$ cat src/rtl/fifo_converter_64to32b_if.sv
// Source/destination FIFO bundle for fifo_converter_64to32b.
//
// The converter pops a 64-bit first-word-fall-through source FIFO. It pushes
// 32-bit halves into a destination FIFO.
//   src_empty : source FIFO empty (src_data valid while low)
//   src_data  : 64-bit source head word
//   src_re    : source FIFO pop
//   dst_full  : destination almost-full (>= 2 free entries while low)
//   dst_we    : destination write enable
//   dst_data  : 32-bit destination write data
// The master modport is the converter side. The slave modport is the FIFO side.
interface fifo_converter_64to32b_if;
  logic        src_empty;
  logic [63:0] src_data;
  logic        src_re;
  logic        dst_full;
  logic        dst_we;
  logic [31:0] dst_data;

  modport master (
    input  src_empty,
    input  src_data,
    input  dst_full,
    output src_re,
    output dst_we,
    output dst_data
  );

  modport slave (
    output src_empty,
    output src_data,
    output dst_full,
    input  src_re,
    input  dst_we,
    input  dst_data
  );
endinterface

$ cat src/rtl/fifo_converter_64to32b.sv
// 64-bit to 32-bit FIFO width converter.
//
// The converter pops one 64-bit word from a FWFT source FIFO. It then writes
// the word as two 32-bit halves into a destination FIFO, on back-to-back
// cycles. A continuous stream writes one half per cycle.
//
// Ports:
//   digiclk_i  : clock
//   resetn_i   : asynchronous active-low reset
//   start      : one-cycle pulse that begins a transfer (ignored while busy)
//   xfer_len   : transfer length in 64-bit words, latched on start
//   abort      : level; stops the transfer at the next word boundary
//   bus        : source/destination FIFO signals (master modport)
//   busy       : transfer in progress
//   done       : one-cycle pulse on normal completion, with the last write
//   words_left : 64-bit words not yet popped
//
// Build option: define CONV_HIGH_FIRST_EN to write hold[63:32] first.
// By default hold[31:0] is written first. Timing is the same either way.
module fifo_converter_64to32b (
  input  logic                             digiclk_i,
  input  logic                             resetn_i,
  input  logic                             start,
  input  logic [15:0]                      xfer_len,
  input  logic                             abort,
  fifo_converter_64to32b_if.master         bus,
  output logic                             busy,
  output logic                             done,
  output logic [15:0]                      words_left
);

  // StIdle / StSendA / StSendB correspond to IDLE / SEND_A / SEND_B.
  typedef enum logic [1:0] {
    StIdle  = 2'd0,
    StSendA = 2'd1,
    StSendB = 2'd2
  } state_e;

  state_e      state_q, state_d;
  logic [63:0] hold_q, hold_d;
  logic        src_re_q, src_re_d;
  logic        dst_we_q, dst_we_d;
  logic [31:0] dst_data_q, dst_data_d;
  logic        busy_q, busy_d;
  logic        done_q, done_d;
  logic [15:0] words_left_q, words_left_d;

  logic        go;
  logic        capture;
  logic [31:0] first_half;
  logic [31:0] second_half;

`ifdef CONV_HIGH_FIRST_EN
  assign first_half  = hold_q[63:32];
  assign second_half = hold_q[31:0];
`else
  assign first_half  = hold_q[31:0];
  assign second_half = hold_q[63:32];
`endif

  // The source and destination FIFOs are looked at only in StIdle and StSendB.
  // A word that has been captured is therefore always written out in full.
  // dst_full low guarantees room for both halves.
  assign go = busy_q & (words_left_q != 16'd0) & ~bus.src_empty & ~bus.dst_full & ~abort;

  always_comb begin
    state_d      = state_q;
    hold_d       = hold_q;
    src_re_d     = 1'b0;
    dst_we_d     = 1'b0;
    dst_data_d   = dst_data_q;
    busy_d       = busy_q;
    done_d       = 1'b0;
    words_left_d = words_left_q;
    capture      = 1'b0;

    unique case (state_q)
      StIdle: begin
        if (busy_q && abort) begin
          busy_d       = 1'b0;
          words_left_d = 16'd0;
        end else if (go) begin
          capture = 1'b1;
          state_d = StSendA;
        end else if (!busy_q && start && !abort) begin
          // A zero-length start only clears words_left. It never raises busy.
          words_left_d = xfer_len;
          busy_d       = (xfer_len != 16'd0);
        end
      end

      StSendA: begin
        dst_we_d   = 1'b1;
        dst_data_d = first_half;
        state_d    = StSendB;
      end

      StSendB: begin
        dst_we_d   = 1'b1;
        dst_data_d = second_half;
        if (busy_q && abort) begin
          busy_d       = 1'b0;
          words_left_d = 16'd0;
          state_d      = StIdle;
        end else if (go) begin
          capture = 1'b1;
          state_d = StSendA;
        end else begin
          state_d = StIdle;
          // done is registered here so that it lands on the final second-half write.
          if (busy_q && (words_left_q == 16'd0)) begin
            done_d = 1'b1;
            busy_d = 1'b0;
          end
        end
      end

      default: begin
        state_d = StIdle;
      end
    endcase

    // go implies words_left != 0, so the decrement cannot wrap.
    // go also implies src_empty == 0, so src_re never pops an empty FIFO.
    if (capture) begin
      hold_d       = bus.src_data;
      src_re_d     = 1'b1;
      words_left_d = words_left_q - 16'd1;
    end
  end

  always_ff @(posedge digiclk_i or negedge resetn_i) begin
    if (!resetn_i) begin
      state_q      <= StIdle;
      hold_q       <= 64'h0;
      src_re_q     <= 1'b0;
      dst_we_q     <= 1'b0;
      dst_data_q   <= 32'h0;
      busy_q       <= 1'b0;
      done_q       <= 1'b0;
      words_left_q <= 16'd0;
    end else begin
      state_q      <= state_d;
      hold_q       <= hold_d;
      src_re_q     <= src_re_d;
      dst_we_q     <= dst_we_d;
      dst_data_q   <= dst_data_d;
      busy_q       <= busy_d;
      done_q       <= done_d;
      words_left_q <= words_left_d;
    end
  end

  assign bus.src_re   = src_re_q;
  assign bus.dst_we   = dst_we_q;
  assign bus.dst_data = dst_data_q;
  assign busy         = busy_q;
  assign done         = done_q;
  assign words_left   = words_left_q;

endmodule

$ cat src/flat_wrapper.sv
// flat-port wrapper written by rule: the top's interface ports become plain ports
module fifo_converter_64to32b_flat 
  (digiclk_i, resetn_i, start, xfer_len, abort, busy, done, words_left, bus_src_empty, bus_src_data, bus_dst_full, bus_src_re, bus_dst_we, bus_dst_data);
  fifo_converter_64to32b_if bus_i ();
  input  logic digiclk_i;
  input  logic resetn_i;
  input  logic start;
  input  logic [15:0] xfer_len;
  input  logic abort;
  output logic busy;
  output logic done;
  output logic [15:0] words_left;
  input wire logic [$bits(bus_i.src_empty)-1:0] bus_src_empty;
  input wire logic [$bits(bus_i.src_data)-1:0] bus_src_data;
  input wire logic [$bits(bus_i.dst_full)-1:0] bus_dst_full;
  output wire logic [$bits(bus_i.src_re)-1:0] bus_src_re;
  output wire logic [$bits(bus_i.dst_we)-1:0] bus_dst_we;
  output wire logic [$bits(bus_i.dst_data)-1:0] bus_dst_data;
  assign bus_i.src_empty = bus_src_empty;
  assign bus_i.src_data = bus_src_data;
  assign bus_i.dst_full = bus_dst_full;
  assign bus_src_re = bus_i.src_re;
  assign bus_dst_we = bus_i.dst_we;
  assign bus_dst_data = bus_i.dst_data;
  fifo_converter_64to32b u_core (.digiclk_i(digiclk_i), .resetn_i(resetn_i), .start(start), .xfer_len(xfer_len), .abort(abort), .bus(bus_i), .busy(busy), .done(done), .words_left(words_left));
endmodule
$ cat config.mk
export PLATFORM = sky130hd
export DESIGN_NAME = fifo_converter_64to32b_flat
export DESIGN_NICKNAME = d
export VERILOG_FILES = /design/src/rtl/fifo_converter_64to32b_if.sv /design/src/rtl/fifo_converter_64to32b.sv /design/src/flat_wrapper.sv
export SDC_FILE = /design/constraint.sdc
export NUM_CORES = 1
export LEC_CHECK = 0
export CAP_MARGIN = 20
export CORE_MARGIN = 2
export CORE_UTILIZATION = 49
export CTS_CLUSTER_DIAMETER = 120
export DETAILED_ROUTE_END_ITERATION = 8
export PLACE_DENSITY = 0.8
export SETUP_SLACK_MARGIN = 0.4
export SYNTH_ARGS = -nofsm -noshare
export SYNTH_HDL_FRONTEND = slang
export SYNTH_SLANG_ARGS = --single-unit
$ cat constraint.sdc
create_clock -name digiclk_i -period 2.3 [get_ports digiclk_i]
set_input_delay 0.23 -clock digiclk_i [delete_from_list [all_inputs] [get_ports digiclk_i]]
set_output_delay 0.23 -clock digiclk_i [all_outputs]
set_load 0.02 [all_outputs]
# Word-level counts from Yosys, hierarchy flattened
# Cells that the tools add are included.
[word_totals]
register_bits = 118
latch_bits = 0
ramBits = 0
mem_bits_ro = 0
input_bits = 86
output_inout_bits = 52
word_cells = 73
memories = 0
[op_classes]
add_sub_neg = 1
multipliers = 0
n_div = 0
order_cmp = 0
n_eq_ne = 11
shifts = 0
muxes = 28
n_bitwise = 7
reduce_logical = 18
[ops]
columns = ["cell", "count"]
rows = [
  ["16-bit 2-to-1 mux", 5],
  ["32-bit one-hot mux with 2 select lines", 1],
  ["16-bit one-hot mux with 2 select lines", 1],
  ["16-bit nonzero test", 2],
  ["16-bit logical NOT", 1],
  ["1-bit 2-to-1 mux", 16],
  ["16-bit by 1-bit subtractor with 16-bit output, second input constant", 1],
  ["3-bit by 1-bit inequality test with 1-bit output, second input constant", 3],
  ["2-bit 2-to-1 mux", 3],
  ["3-bit inequality test, second input constant", 2],
  ["2-bit one-hot mux with 3 select lines", 1],
  ["5-bit AND reduction", 1],
  ["1-bit AND", 4],
  ["1-bit logical AND", 4],
  ["4-bit by 1-bit inequality test with 1-bit output, second input constant", 1],
  ["4-bit inequality test, second input constant", 1],
  ["4-bit AND reduction", 1],
  ["2-bit nonzero test", 2],
  ["2-bit OR reduction", 2],
  ["1-bit NOT", 3],
  ["3-bit nonzero test", 1],
  ["2-bit by 1-bit equality test with 1-bit output, second input constant", 1],
  ["2-bit equality test, second input constant", 1],
  ["1-bit logical NOT", 2],
  ["5 further kinds", 5],
]

# Depth between registers and ports, before layout
[logic_depth]
word_depth = 10
mapped_depth = 10
depth_no_buf = 8

# Least setup slack after synthesis
# OpenSTA, ideal clock, no wires.
[synth_timing]
path_type = "register -> register"
start = "register u_core.words_left_q[0], in the netlist u_core.words_left[0]"
end = "register u_core.words_left_q[1], in the netlist u_core.words_left[1]"
setup_time_ns = 0.131
arrival_ns = 1.840
required_time_ns = 2.169
path_slack_ns = 0.329
path_stages_with_launch = 10
n_path_buf = 1
synth_period_minus_slack_ns = 1.971
path_cell_list = "dfrtp_1 -> inv_1 -> ha_1 -> nor3b_1 -> nand4_1 -> nand2_2 -> inv_2 -> buf_2 -> a221oi_1 -> a21oi_1"
[synth_between]
elab_chain_cells = 10
word_cells_on_any_way = 15
cone_classes = "add/sub: 1; eq/ne: 3; mux: 4; bitwise: 4; reduce/logical: 3"
[synth_rtl]
columns = ["item", "line", "text"]
rows = [
  ["start, declared", "fifo_converter_64to32b.sv:46", "logic [15:0] words_left_q, words_left_d;"],
  ["start signal, assigned", "fifo_converter_64to32b.sv:150", "words_left_q <= words_left_d;"],
  ["16-bit nonzero test", "fifo_converter_64to32b.sv:64", "assign go = busy_q & (words_left_q != 16'd0) & ~bus.src_empty & ~bus.dst_full & ~abort;"],
  ["1-bit AND (4 in a row)", "fifo_converter_64to32b.sv:64", ""],
  ["1-bit 2-to-1 mux", "fifo_converter_64to32b.sv:82, fifo_converter_64to32b.sv:105", ""],
  ["1-bit 2-to-1 mux", "fifo_converter_64to32b.sv:101", "if (busy_q && abort) begin"],
  ["1-bit 2-to-1 mux", "--", ""],
  ["4-bit inequality test (no line), or another cell as far along", "--", ""],
  ["4-bit AND reduction (no line)", "--", ""],
]
# Several ways; a longest one is shown, not always the timed one.
# A chain may end at the register's enable or synchronous reset.

# Worst setup path after layout
[layout_timing]
start = "register u_core.words_left_q[8], in the netlist u_core.words_left[8]"
end = "register u_core.words_left_q[15], in the netlist u_core.words_left[15]"
# The elaborated chain is that of the path after synthesis.

==> impl_metrics.csv <==
group,metric,value,unit
outcome,outcome,"complete, no violations",
setup_path,required,2690,ps
logic_synthesis,yosysMostFrequentCell,"nand2_1",
logic_synthesis,ys.flop_type,"dfrtp_1",
timing,min_period,2020,ps
logic_synthesis,yosysTopAreaCell,"dfrtp_1",
logic_synthesis,avgSynthCellArea,9.36,um2
route,wl_per_cell,16.2,um
final_layout,regArea,2960,um2
worst_hold_path,hp-class,"input port to async pin",
logic_synthesis,ys_top_cells_by_area,"dfrtp_1, nand2_1, mux2i_1",
logic_synthesis,synth_common_cells,"nand2_1, dfrtp_1, a21oi_1, nor2_1, mux2i_1",
route,remaining_drc_errors,0,
logic_synthesis,synth_nets,654,
floorplan,die_y,108,um
floorplan,fp.coreArea,10400,um2
cts,clock_latency,510,ps
route,drt_first_pass_iters,7,
final_layout,drive_gt1_frac,0.133,
setup_path,endpoint_kind,"flip-flop",
cts,clk_pin_slew_worst_paths,60,ps
cts,cts_buffer_depth,2,
logic_synthesis,synth_top_area_share,0.561,
global_route,grt_max_degree,45,
setup_path,critical_path_class,"flip-flop to flip-flop",
setup_path,crit_path_start_kind,"flip-flop",
floorplan,start_util,0.507,
route,vias,4714,
power_and_ir_drop,pwr-share-comb,0.446,
placed_design,gp_congestion,0.942,
cts,cts_buffers,17,
global_route,met3_usage,0.0496,
power_and_ir_drop,swShare,0.382,
placed_design,hpwlAfterDp,9670,um
placed_design,port_buffers,137,
logic_synthesis,ys_ff_latch,118,
final_layout,fill_cells,746,
floorplan,die_w,108,um
job,drv_cap,0,
logic_synthesis,netlist_area,5260,um2
setup_path,crit_path_max_fanout,4,
timing,finalHoldViolCount,0,
timing,rsz0062_at_grt,"yes",
power_and_ir_drop,switchingPower,4.28,mW
global_route,overflow,0,
final_layout,fin_util,0.744,
timing,drv_slew,0,
global_route,grt_util_met2,0.420,
cts,clock_sinks,118,
timing,fin_setup_tns,0,ps
power_and_ir_drop,p_int,6.93,mW
logic_synthesis,synthesis.instances,562,
cts,cts_root_buffer,"clkbuf_8",
global_route,gr-usage-all-layers,0.255,
timing,relSlewSlack,0.702,
timing,setup_viol,0,
global_route,busiest_layer,"met2",
final_layout,nets,824,
logic_synthesis,synth_edf_count,0,
final_layout,layout-area-overhead-vs-synth,46.7,%
cts,cts-htree-levels,4,
timing,post-route-period-util,0.879,
floorplan,ios,138,
cts,cts_tree,"built",
power_and_ir_drop,power.static_leakage,3.58,nW
global_route,antenna_found_initial,0,
logic_synthesis,ys_warn_count,0,
power_and_ir_drop,power.density,1450,nW/um2
final_layout,n_antenna_cell,0,
floorplan,fp.dieArea,11600,um2
setup_path,worst_ep_arrival_time,2410,ps
route,vias_per_cell,5.36,
global_route,grt_pass1_vias,4637,
power_and_ir_drop,power_frac_seq,0.330,
logic_synthesis,synth.distinct_cells,52,
route,drtAntennaViolNets,0,
timing,fmax,495,MHz
timing,skew,10.9,ps
logic_synthesis,synthArstFlopShare,1.00,
route,wirelength,14300,um
power_and_ir_drop,ir_drop,0.770,mV
floorplan,row_count,37,
timing,worstMarginPinSlew,447,ps
logic_synthesis,ys_seq_area_frac,0.561,
route,drt_iter0_drc,253,
power_and_ir_drop,clkPwrFrac,0.223,
global_route,use_met1,0.332,
global_route,grt_pass1_wl,22800,um
final_layout,multiInputGateArea,2220,um2
==> flip-flops by register name (all words and copies together) (netlist names) <==
name and count:
u_core.busy 1, u_core.bus.src_re 1, u_core.words_left 16, u_core.hold_q 64
u_core.bus.dst_data 32, u_core.done 1, u_core.bus.dst_we 1, u_core.state_q 2
==> layout by cell type (no fill, tap or decap), types with 7 or more instances in the layout <==
master             n
nand2_1          203
clkdlybuf4s50_1  133
dfrtp_1          116
a21oi_1           47
nor2_1            43
mux2i_1           33
buf_4             31
clkbuf_16         16
inv_1              7
buf_6              7
==> stage by stage <==
| stage | hold slack [ps] | power, mW | std cells | area [um2] | worst slack (ps) |
|---|---|---|---|---|---|
| floorplan | -65.6 | 6.36 | 562 | 5270 | 405 |
| global placement | 204 | 8.23 | 836 | 6930 | 90.5 |
| detailed placement | 210 | 8.40 | 836 | 6930 | 72.9 |
| CTS | 205 | 11.1 | 875 | 7620 | 307 |
| global route | 241 | 11.9 | 880 | 7720 | 204 |
| finish | 209 | 11.2 | 880 | 7720 | 278 |
==> power by group through the flow <==
stage	logic, mW	registers (mW)	clock network (mW)
after floorplan	2.18	4.18	0
after detailed placement	4.70	3.70	0
after global routing	5.45	3.83	2.63
final	5.01	3.71	2.50
after CTS	4.92	3.69	2.54
after global placement	4.57	3.66	0
==> metal layers <==
layer | wire length (um) | share of wire
met2 | 7170 | 0.50
met5 | 0 | 0
met1 | 5930 | 0.42
met3 | 866 | 0.061
met4 | 293 | 0.021
==> final timing paths <==
kind                                            from                      end  slack [ps]  cells past startpoint
min in group digiclk_i              bus_src_data[30]        u_core.hold_q[30]         250                      3
max in group asynchronous                   resetn_i   u_core.bus.dst_data[9]        1410                      3
worst min-delay path                        resetn_i  u_core.bus.dst_data[16]         210                      2
worst max register to register  u_core.words_left[8]    u_core.words_left[15]         280                      6
worst min register to register      u_core.hold_q[4]         u_core.hold_q[4]         470                      2
worst max-delay path            u_core.words_left[8]    u_core.words_left[15]         280                      6
==> critical path: stages (launching register included) <==
cell and delay (ps):
dfrtp_1 380, buf_4 150, or4_4 550, nor4_4 360, nor3b_4 260, a31o_1 170
a21oi_1 40
==> kinds of logic (layout without fill, tap and decap cells) <==
kind of cell / after synthesis / after routing / synth area share
AND/OR/NAND/NOR: 286 / 286 / 0.233
flip-flops: 118 / 118 / 0.561
AO/OA/AOI/OAI: 79 / 79 / 0.0920
buffers and inverters: 38 / 220 / 0.0328
multiplexers: 35 / 35 / 0.0671
adder cells (fa/ha/maj): 6 / 6 / 0.0143
==> what timing repair did <==
item,4_1_cts,5_1_grt
pin swaps,7,6
buffers inserted,7,5
setup endpoints to repair,81,73
hold buffers,1,0
hold endpoints to repair,32,0
gates resized for setup,16,18
==> area by class of cell <==
type                    instances  area share
repair buffers                179       0.229
multi-input cells             406       0.288
flip-flops and latches        118       0.383
well taps                     136      0.0220
clock buffers                  17      0.0536
inverters                      10     0.00519
clock inverters                14      0.0196
(Power assumes the default switching activity.)
